==> src/rtl/wb_queue_if.sv <==
// Writeback queue bus bundle.
// Groups the ALU/LSU result handshakes, the register-file write port, the decode
// forwarding lookups and the occupancy status into one interface.
//   slave  : the queue itself (consumes results, drives RF write and forwarding)
//   master : the environment (execute/memory stages, decode, register file)
// Handshake rule for both result channels: a result transfers on a rising clock
// edge where valid && ready; ready may depend combinationally on alu_valid (LSU
// side only) but valid never depends on ready.
interface wb_queue_if #(
    parameter int XLEN  = 32,
    parameter int DEPTH = 4
);
    localparam int CW = $clog2(DEPTH + 1);

    logic            alu_valid;
    logic [4:0]      alu_rd;
    logic [XLEN-1:0] alu_data;
    logic            alu_ready;
    logic            lsu_valid;
    logic [4:0]      lsu_rd;
    logic [XLEN-1:0] lsu_data;
    logic            lsu_ready;
    logic            rf_we;
    logic [4:0]      rf_wr_addr;
    logic [XLEN-1:0] rf_wr_data;
    logic [4:0]      rs1_addr;
    logic [4:0]      rs2_addr;
    logic            fwd1_hit;
    logic [XLEN-1:0] fwd1_data;
    logic            fwd2_hit;
    logic [XLEN-1:0] fwd2_data;
    logic [CW-1:0]   count;
    logic            empty;

    modport slave (
        input  alu_valid, alu_rd, alu_data, lsu_valid, lsu_rd, lsu_data,
               rs1_addr, rs2_addr,
        output alu_ready, lsu_ready, rf_we, rf_wr_addr, rf_wr_data,
               fwd1_hit, fwd1_data, fwd2_hit, fwd2_data, count, empty
    );

    modport master (
        output alu_valid, alu_rd, alu_data, lsu_valid, lsu_rd, lsu_data,
               rs1_addr, rs2_addr,
        input  alu_ready, lsu_ready, rf_we, rf_wr_addr, rf_wr_data,
               fwd1_hit, fwd1_data, fwd2_hit, fwd2_data, count, empty
    );
endinterface

==> src/rtl/wb_queue.sv <==
// Writeback queue: in-order buffer between the ALU/LSU result paths and the
// single write port of the integer register file.
// Ports:
//   clk    : clock, all state updates on the rising edge
//   rst_n  : asynchronous active-low reset, discards every queued entry
//   bus    : wb_queue_if.slave -- ALU/LSU result handshakes (up to two
//            enqueues per cycle, ALU older), RF write port drained one entry per
//            cycle from the head, rs1/rs2 forwarding of the youngest queued value,
//            and count/empty status.
module wb_queue #(
    parameter int DEPTH = 4,
    parameter int XLEN  = 32
) (
    input  logic       clk,
    input  logic       rst_n,
    wb_queue_if.slave  bus
);
    localparam int CW = $clog2(DEPTH + 1);
    localparam int PW = $clog2(DEPTH);

    logic [4:0]      rd_q   [DEPTH];
    logic [4:0]      rd_d   [DEPTH];
    logic [XLEN-1:0] data_q [DEPTH];
    logic [XLEN-1:0] data_d [DEPTH];
    logic [PW-1:0]   rd_ptr_q, rd_ptr_d;
    logic [PW-1:0]   wr_ptr_q, wr_ptr_d;
    logic [CW-1:0]   count_q, count_d;

    logic [CW-1:0]   free;
    logic            alu_push;
    logic            lsu_push;
    logic            pop;
    logic [PW-1:0]   wr_idx;
    logic [PW-1:0]   fwd_idx;

    // Free space comes from registered occupancy only, so a pop this cycle does
    // not make room for this cycle's enqueues. The rst_n term keeps both readies
    // low for the whole reset interval, not just after the first edge.
    always_comb begin
        free          = CW'(DEPTH) - count_q;
        bus.alu_ready = rst_n && (free >= CW'(1));
        bus.lsu_ready = rst_n && ((free >= CW'(2)) ||
                                  ((free >= CW'(1)) && !bus.alu_valid));
    end

    // Handshakes to x0 complete but leave the queue untouched.
    always_comb begin
        alu_push = bus.alu_valid && bus.alu_ready && (bus.alu_rd != 5'd0);
        lsu_push = bus.lsu_valid && bus.lsu_ready && (bus.lsu_rd != 5'd0);
        pop      = (count_q != '0);
    end

    // Pushes only ever target slots that were free at the start of the cycle, so
    // they can never collide with the head slot being popped.
    always_comb begin
        rd_d   = rd_q;
        data_d = data_q;
        wr_idx = wr_ptr_q;
        if (alu_push) begin
            rd_d[wr_idx]   = bus.alu_rd;
            data_d[wr_idx] = bus.alu_data;
            wr_idx         = wr_idx + PW'(1);
        end
        if (lsu_push) begin
            rd_d[wr_idx]   = bus.lsu_rd;
            data_d[wr_idx] = bus.lsu_data;
            wr_idx         = wr_idx + PW'(1);
        end
        wr_ptr_d = wr_idx;
        rd_ptr_d = rd_ptr_q + PW'(pop);
        count_d  = count_q + CW'(alu_push) + CW'(lsu_push) - CW'(pop);
    end

    always_ff @(posedge clk or negedge rst_n) begin
        if (!rst_n) begin
            for (int i = 0; i < DEPTH; i++) begin
                rd_q[i]   <= '0;
                data_q[i] <= '0;
            end
            rd_ptr_q <= '0;
            wr_ptr_q <= '0;
            count_q  <= '0;
        end else begin
            rd_q     <= rd_d;
            data_q   <= data_d;
            rd_ptr_q <= rd_ptr_d;
            wr_ptr_q <= wr_ptr_d;
            count_q  <= count_d;
        end
    end

    // Drain: the head is presented every non-empty cycle and popped on the same
    // edge the register file captures it.
    always_comb begin
        bus.count      = count_q;
        bus.empty      = (count_q == '0);
        bus.rf_we      = !bus.empty;
        bus.rf_wr_addr = bus.empty ? 5'd0 : rd_q[rd_ptr_q];
        bus.rf_wr_data = bus.empty ? '0   : data_q[rd_ptr_q];
    end

    // Forwarding walks the live entries from oldest to youngest; a later match
    // overrides an earlier one, so the youngest value wins. The head being
    // written this cycle is still live and still forwards.
    always_comb begin
        bus.fwd1_hit  = 1'b0;
        bus.fwd1_data = '0;
        bus.fwd2_hit  = 1'b0;
        bus.fwd2_data = '0;
        fwd_idx       = rd_ptr_q;
        for (int k = 0; k < DEPTH; k++) begin
            fwd_idx = rd_ptr_q + PW'(k);
            if (CW'(k) < count_q) begin
                if ((bus.rs1_addr != 5'd0) && (rd_q[fwd_idx] == bus.rs1_addr)) begin
                    bus.fwd1_hit  = 1'b1;
                    bus.fwd1_data = data_q[fwd_idx];
                end
                if ((bus.rs2_addr != 5'd0) && (rd_q[fwd_idx] == bus.rs2_addr)) begin
                    bus.fwd2_hit  = 1'b1;
                    bus.fwd2_data = data_q[fwd_idx];
                end
            end
        end
    end
endmodule
==> src/flat_wrapper.sv <==
// flat-port wrapper written by rule: the top's interface ports become plain ports
module wb_queue_flat 
#(
    parameter int DEPTH = 4,
    parameter int XLEN  = 32
)
  (clk, rst_n, bus_alu_valid, bus_alu_rd, bus_alu_data, bus_lsu_valid, bus_lsu_rd, bus_lsu_data, bus_rs1_addr, bus_rs2_addr, bus_alu_ready, bus_lsu_ready, bus_rf_we, bus_rf_wr_addr, bus_rf_wr_data, bus_fwd1_hit, bus_fwd1_data, bus_fwd2_hit, bus_fwd2_data, bus_count, bus_empty);
  wb_queue_if #(.XLEN(XLEN), .DEPTH(DEPTH)) bus_i ();
  input  logic clk;
  input  logic rst_n;
  input wire logic [$bits(bus_i.alu_valid)-1:0] bus_alu_valid;
  input wire logic [$bits(bus_i.alu_rd)-1:0] bus_alu_rd;
  input wire logic [$bits(bus_i.alu_data)-1:0] bus_alu_data;
  input wire logic [$bits(bus_i.lsu_valid)-1:0] bus_lsu_valid;
  input wire logic [$bits(bus_i.lsu_rd)-1:0] bus_lsu_rd;
  input wire logic [$bits(bus_i.lsu_data)-1:0] bus_lsu_data;
  input wire logic [$bits(bus_i.rs1_addr)-1:0] bus_rs1_addr;
  input wire logic [$bits(bus_i.rs2_addr)-1:0] bus_rs2_addr;
  output wire logic [$bits(bus_i.alu_ready)-1:0] bus_alu_ready;
  output wire logic [$bits(bus_i.lsu_ready)-1:0] bus_lsu_ready;
  output wire logic [$bits(bus_i.rf_we)-1:0] bus_rf_we;
  output wire logic [$bits(bus_i.rf_wr_addr)-1:0] bus_rf_wr_addr;
  output wire logic [$bits(bus_i.rf_wr_data)-1:0] bus_rf_wr_data;
  output wire logic [$bits(bus_i.fwd1_hit)-1:0] bus_fwd1_hit;
  output wire logic [$bits(bus_i.fwd1_data)-1:0] bus_fwd1_data;
  output wire logic [$bits(bus_i.fwd2_hit)-1:0] bus_fwd2_hit;
  output wire logic [$bits(bus_i.fwd2_data)-1:0] bus_fwd2_data;
  output wire logic [$bits(bus_i.count)-1:0] bus_count;
  output wire logic [$bits(bus_i.empty)-1:0] bus_empty;
  assign bus_i.alu_valid = bus_alu_valid;
  assign bus_i.alu_rd = bus_alu_rd;
  assign bus_i.alu_data = bus_alu_data;
  assign bus_i.lsu_valid = bus_lsu_valid;
  assign bus_i.lsu_rd = bus_lsu_rd;
  assign bus_i.lsu_data = bus_lsu_data;
  assign bus_i.rs1_addr = bus_rs1_addr;
  assign bus_i.rs2_addr = bus_rs2_addr;
  assign bus_alu_ready = bus_i.alu_ready;
  assign bus_lsu_ready = bus_i.lsu_ready;
  assign bus_rf_we = bus_i.rf_we;
  assign bus_rf_wr_addr = bus_i.rf_wr_addr;
  assign bus_rf_wr_data = bus_i.rf_wr_data;
  assign bus_fwd1_hit = bus_i.fwd1_hit;
  assign bus_fwd1_data = bus_i.fwd1_data;
  assign bus_fwd2_hit = bus_i.fwd2_hit;
  assign bus_fwd2_data = bus_i.fwd2_data;
  assign bus_count = bus_i.count;
  assign bus_empty = bus_i.empty;
  wb_queue #(.DEPTH(DEPTH), .XLEN(XLEN)) u_core (.clk(clk), .rst_n(rst_n), .bus(bus_i));
endmodule
==> config.mk <==
export PLATFORM = sky130hd
export DESIGN_NAME = wb_queue_flat
export DESIGN_NICKNAME = d
export VERILOG_FILES = /design/src/rtl/wb_queue_if.sv /design/src/rtl/wb_queue.sv /design/src/flat_wrapper.sv
export SDC_FILE = /design/constraint.sdc
export NUM_CORES = 1
export LEC_CHECK = 0
export CORE_MARGIN = 3
export CORE_UTILIZATION = 49
export CTS_CLUSTER_SIZE = 24
export DETAILED_ROUTE_END_ITERATION = 8
export PLACE_DENSITY_LB_ADDON = 0.12
export SYNTH_ARGS = -nofsm -noshare
export SYNTH_HDL_FRONTEND = slang
export SYNTH_SLANG_ARGS = --single-unit
==> constraint.sdc <==
create_clock -name clk -period 5 [get_ports clk]
set_clock_uncertainty 0.2 [all_clocks]
set_input_delay 1 -clock clk [delete_from_list [all_inputs] [get_ports clk]]
set_output_delay 1 -clock clk [all_outputs]
set_load 0.02 [all_outputs]
==> impl_metrics.yaml, run 1 <==
status:
  run_status: "finished clean"
synthesis:
  netlist_top_cells_area: "dfrtp_1 (27%), mux2i_1 (15%), mux4_2 (14%)"
  synth_area_mm2: 0.0143
  synth_top_cell_by_area: "dfrtp_1"
  synth_ff_type: "dfrtp_1"
  ys_ff_latch: 155
  yosysSeqAreaShare_pct: 27.1
  syn_nets: 1583
  yosys.area.top_type_share_pct: 27.1
  syn_inst: 1477
  avgSynthCellArea_um2: 9.68
  async_flop_share_pct: 100
  synth_edf_count: 0
  yosys_warnings: 0
  synth_cell_types: 62
drt:
  drt_wl_total_um: 48000
  via_count: 13142
  ant_nets: 0
  viasPerCell: 6.50
  drtPass1Iterations: 5
  drt_drc_violations_left: 0
  wire_per_inst_um: 23.8
  drt_iter0_markers: 1347
setup_path:
  worstPathCellList: "clkdlybuf4s50_1 -> buf_4 -> nor2_1 -> mux2i_2 -> a31oi_4 -> and3_2 -> buf_4 -> o41ai_1 -> a31oi_1 -> clkdlybuf4s50_1"
  r2r_start: "u_core.bus.count[0]"
  crit_required_ns: 3.80
  cp.arrival_ns: 3.73
  critPathLaunchType: "input port"
  crit_type: "input port to output pin"
  path_buf_inv: 4
  cp_slowest_cell: "clkdlybuf4s50_1"
  rrSetupSlack_ns: 1.17
  worst-path-max-fanout: 15
  max_stage_delay_ns: 0.57
  cp-startpoint: "bus_rs2_addr[0]"
  crit_path_end_kind: "output pin"
  path_delay_family: "buffers and inverters"
placed_design:
  dp_hpwl_um: 31600
  io_buffers: 197
  dp_cells: 1986
  dpl_worst_slack_ns: -0.114
  finalWeightedCongestion: 0.911
  placed_cell_area_mm2: 0.0170
global_routing:
  grt_pass1_wl_um: 74900
  antenna_found_initial: 1
  grt_remaining_overflow: 0
  grt_max_degree: 130
  grt_util_all_layers_pct: 30.7
  grt_pass1_vias: 13111
finish:
  final_cell_mix: "mux2i_1 (218), nand2_1 (191), o21ai_0 (181), dfrtp_1 (153), clkdlybuf4s50_1 (136)"
  drive_gt1_share_pct: 20.9
  fin_cells: 2022
  fin_util_pct: 63.2
  syn2layout_area_growth_pct: 24.9
  design_area_mm2: 0.0179
  antenna_cells: 0
  final_common_cell: "mux2i_1"
  nNetsFinal: 1737
cts:
  holdBufCountCts: 0
  cts_tree: "done"
  h-tree-depth: 4
  clk_latency_ns: 0.44
  cts_root_buffer: "clkbuf_16"
  path_clk_slew_ns: 0.07
  cts_max_path_buffers: 2
  clock_sinks: 155
  numCtsBuffers: 17
die:
  die_w_um: 177
  core_area_mm2: 0.0282
  start_util_pct: 50.6
  design.portCount: 198
  die_height_um: 177
  rows: 61
  die_area_mm2: 0.0313
timing:
  hold_viol: 0
  worst_pin_slew_ns: 0.851
  period_minus_slack_ns: 4.93
  setup_viol: 0
  period_share_pct: 98.7
  rsz0062_at_grt: "yes"
  slew_violations: 0
  timing.final.ws_setup_ns: 0.0662
  max_slew_margin_pct: 43.3
  fmax_mhz: 203
run:
  drv_cap: 0
pwr:
  p_leak_nw: 8.51
  vdd_drop_max_mv: 0.518
  p_per_area_mw_per_mm2: 748
min_path:
  min_from: "u_core.data_q[52]"
  hp-class: "flop to flop"
-- worst paths after layout --
check / endpoint / cells after the start
max: bus_fwd2_data[31] / 10
min reg2reg: u_core.data_q[52] / 2
min in group asynchronous: u_core.data_q[68] / 2
min: u_core.data_q[52] / 2
max reg2reg: u_core.rd_q[14] / 13
max in group asynchronous: u_core.data_q[28] / 3
-- layer usage --
layer | wire length, um | track usage (%) | part of all wire, %
met5 | 10 | 0 | 0.021
met4 | 1390 | 11.2 | 2.9
met3 | 3890 | 6.13 | 8.1
met2 | 22600 | 48.8 | 47
met1 | 20200 | 41.8 | 42
-- area by class of cell --
type,instances,area (um2)
sequential,155,3890
multi-input combinational,1141,9750
timing repair buffer,284,3030
tap,378,473
inverter,32,120
fill,2360,10400
clock buffer,20,467
clock inverter,12,136
-- flip-flops by register name (all words and copies together) (netlist names) --
register / flops
u_core.rd_q: 20
u_core.wr_ptr_q: 2
u_core.rd_ptr_q: 2
u_core.data_q: 128
u_core.bus.count: 3
-- worst min-delay path, delay by kind of cell (launching register included) --
kind	cells	cell delay, ns
mux	1	0.07
flops	1	0.36
compound gates	1	0.13
-- power by group --
group / switching, W / leakage [nW] / internal, W
Clock: 0.000606 / 0.295 / 0.000782
Combinational: 0.00516 / 6.30 / 0.00421
Sequential: 0.000727 / 1.91 / 0.00188
Total: 0.00650 / 8.51 / 0.00687
-- metrics by stage --
| stage | power, W | TNS (ns) | hold WS (ns) |
|---|---|---|---|
| global route | 0.0142 | -0.0677 | 0.419 |
| detailed placement | 0.0118 | -0.974 | 0.379 |
| global placement | 0.0117 | -0.413 | 0.369 |
| finish | 0.0134 | 0 | 0.399 |
| CTS | 0.0133 | 0 | 0.395 |
| floorplan | 0.00870 | 0 | 0.337 |
-- kinds of logic after synthesis --
kind of cell,synth area share [%]
and+or+nand+nor,11.9
AOI/OAI and AO/OA,19.0
muxes,32.0
buffers and inverters,5.92
DFF,27.1
xor gates and xnor gates,2.44
adders and majority gates,1.68
-- what timing repair did --
item	in CTS	in global routing
buffers inserted	2	2
resized for setup	22	57
setup endpoints to repair	43	49
-- cell usage after synthesis, drive strengths merged (21+ instances only) --
master,count
mux2i,221
nand2,195
o21ai,182
dfrtp,155
mux4,88
clkbuf,77
buf,72
and2,44
nand3,41
nor2,38
a31oi,33
mux2,33
nand4,33
a221oi,32
inv,32
o22ai,32
o41ai,32
a21oi,31
xnor2,21
(Power assumes the default switching activity.)
==> inputs of run 2 (changes only) <==
Settings changed: CORE_UTILIZATION 49 to 52.
==> run 2 against run 1 <==
Net effect: the run now ends with setup timing left; final area decreased by 0.54%; power is 1.3% lower; non-clock buffer count is 3 lower; wire length is 1.9% lower; register-to-register slack worse by 0.09 ns; count of clock-buffer cells in the layout stayed put; cell count decreased by 2.0%; critical path depth rose by 1; clock power is 9% lower; die area shrank 5.6%; hold slack lost 0.13 ns; largest power group unchanged.
==> impl_metrics.yaml, run 2 (synthesis results as in run 1) <==
setup_path:
  crit_required_ns: 3.80
  critPathLaunchType: "input port"
  worst-path-max-fanout: 8
  crit_path_end_kind: "output pin"
  r2r_cells: 11
  cp.arrival_ns: 3.80
  crit_type: "input port to output pin"
  rrSetupSlack_ns: 1.08
cts:
  holdBufCountCts: 0
  cts_tree: "done"
  cts_root_buffer: "clkbuf_16"
  cts_max_path_buffers: 2
  path_clk_slew_ns: 0.07
  clock_sinks: 155
  clk_latency_ns: 0.44
  h-tree-depth: 4
  numCtsBuffers: 17
placed_design:
  finalWeightedCongestion: 0.962
  io_buffers: 197
  dp_hpwl_um: 31400
  placed_cell_area_mm2: 0.0170
die:
  design.portCount: 198
  die_w_um: 172
  die_area_mm2: 0.0295
  rows: 60
  start_util_pct: 52.9
  core_area_mm2: 0.0270
  die_height_um: 172
timing:
  timing.final.ws_setup_ns: -0.00230
  worst_pin_slew_ns: 0.894
  max_slew_margin_pct: 40.4
  period_share_pct: 100
  period_minus_slack_ns: 5.00
  slew_violations: 0
  whs_ns: 0.265
  rsz0062_at_grt: "yes"
  hold_viol: 0
  setup_viol: 1
  fmax_mhz: 200
drt:
  via_count: 13089
  ant_nets: 0
  drt_iter0_markers: 1404
  drt_wl_total_um: 47100
  met3WireLength_um: 4080
  drtPass1Iterations: 5
  wire_per_inst_um: 23.8
  viasPerCell: 6.60
  drt_drc_violations_left: 0
  highest_layer: "met5"
  met2_wirelength_um: 22100
  wl_met1_um: 19600
pwr:
  vdd_drop_max_mv: 0.513
  p_switching_w: 0.00642
  combPwrFrac_pct: 70.7
  p_seq_share_pct: 19.7
  p_sw_share_pct: 48.7
  power_frac_clock_pct: 9.5
  p_leak_nw: 8.46
  internal_power_w: 0.00677
  p_per_area_mw_per_mm2: 743
finish:
  nNetsFinal: 1734
  drive_gt1_share_pct: 19.8
  design_area_mm2: 0.0178
  fillers: 2152
  largest_register: "u_core.data_q"
  syn2layout_area_growth_pct: 24.2
  largest_reg_flops: 128
  final_cell_mix: "mux2i_1 (220), nand2_1 (191), o21ai_0 (182), dfrtp_1 (153), clkdlybuf4s50_1 (135)"
  final_common_cell: "mux2i_1"
global_routing:
  grt_remaining_overflow: 0
  grt_util_all_layers_pct: 31.9
  antenna_found_initial: 2
  grt_pass1_vias: 12735
  grt_pass1_wl_um: 72900
  grt_max_degree: 123
run:
  drv_cap: 0
min_path:
  hp-class: "input port to async pin"
status:
  run_status: "complete, but fails checks"
  violations: "setup timing"
-- run 2: final timing paths --
kind | to | start
worst min-delay path | u_core.bus.count[0] | rst_n
max in group asynchronous | u_core.data_q[28] | rst_n
worst max-delay path | bus_fwd1_data[0] | bus_rs1_addr[3]
min in group clk | u_core.data_q[108] | u_core.data_q[108]
worst max register to register | u_core.data_q[109] | u_core.bus.count[0]
worst min register to register | u_core.data_q[108] | u_core.data_q[108]
-- run 2: critical path, cell delays in order --
cell             delay [ns]
clkdlybuf4s50_1        0.47
buf_4                  0.17
inv_1                  0.13
o221ai_1               0.14
a2bb2oi_1              0.15
buf_4                  0.15
a2111oi_4              0.38
buf_6                  0.23
a221oi_1               0.09
o22ai_1                0.22
clkdlybuf4s50_1        0.66
-- run 2: layout make-up --
class                   count  area (um2)  area share [%]
diodes                      1        2.50          0.0141
clock buffers              20         437            2.46
clock inverters            11        98.8           0.556
inverters                  32         120           0.676
multi-input cells        1141        9680            54.5
flip-flops and latches    155        3890            21.9
well taps                 341         427            2.40
repair buffers            281        3120            17.5
-- run 2: power groups by stage --
stage	logic [W]	registers (W)	clock network, W
2_1_floorplan	0.00637	0.00233	0
3_3_place_gp	0.00907	0.00255	0
3_5_place_dp	0.00921	0.00261	0
4_1_cts	0.00927	0.00258	0.00127
5_1_grt	0.00997	0.00271	0.00133
6_report	0.00933	0.00260	0.00126
-- run 2: repair_timing --
action / 4_1_cts / 5_1_grt
endpoints found under the setup margin: 63 / 50
setup buffers: 4 / 0
gates cloned: 0 / 0
endpoints found under the hold margin: 0 / 0
resized for setup: 24 / 48
pin swaps: 1 / 0
-- run 2: routing by layer --
layer	GRT usage, %	vias to the layer above
li1	-	5855
met1	43.3	6407
met2	51.5	707
met3	6.53	118
met4	10.3	2
met5	0	-
-- run 2: stage by stage --
step            TNS, ns  total power (W)  util [%]  instances  setup slack (ns)
2_1_floorplan         0          0.00870         -       1477             0.811
3_3_place_gp     -10.10           0.0116      63.1       1946            -0.302
3_5_place_dp     -10.07           0.0118      63.1       1946            -0.312
4_1_cts               0           0.0131      65.2       1981            0.0109
5_1_grt          -0.252           0.0140      65.7       1981            -0.102
6_report       -0.00230           0.0132      65.7       1982          -0.00230
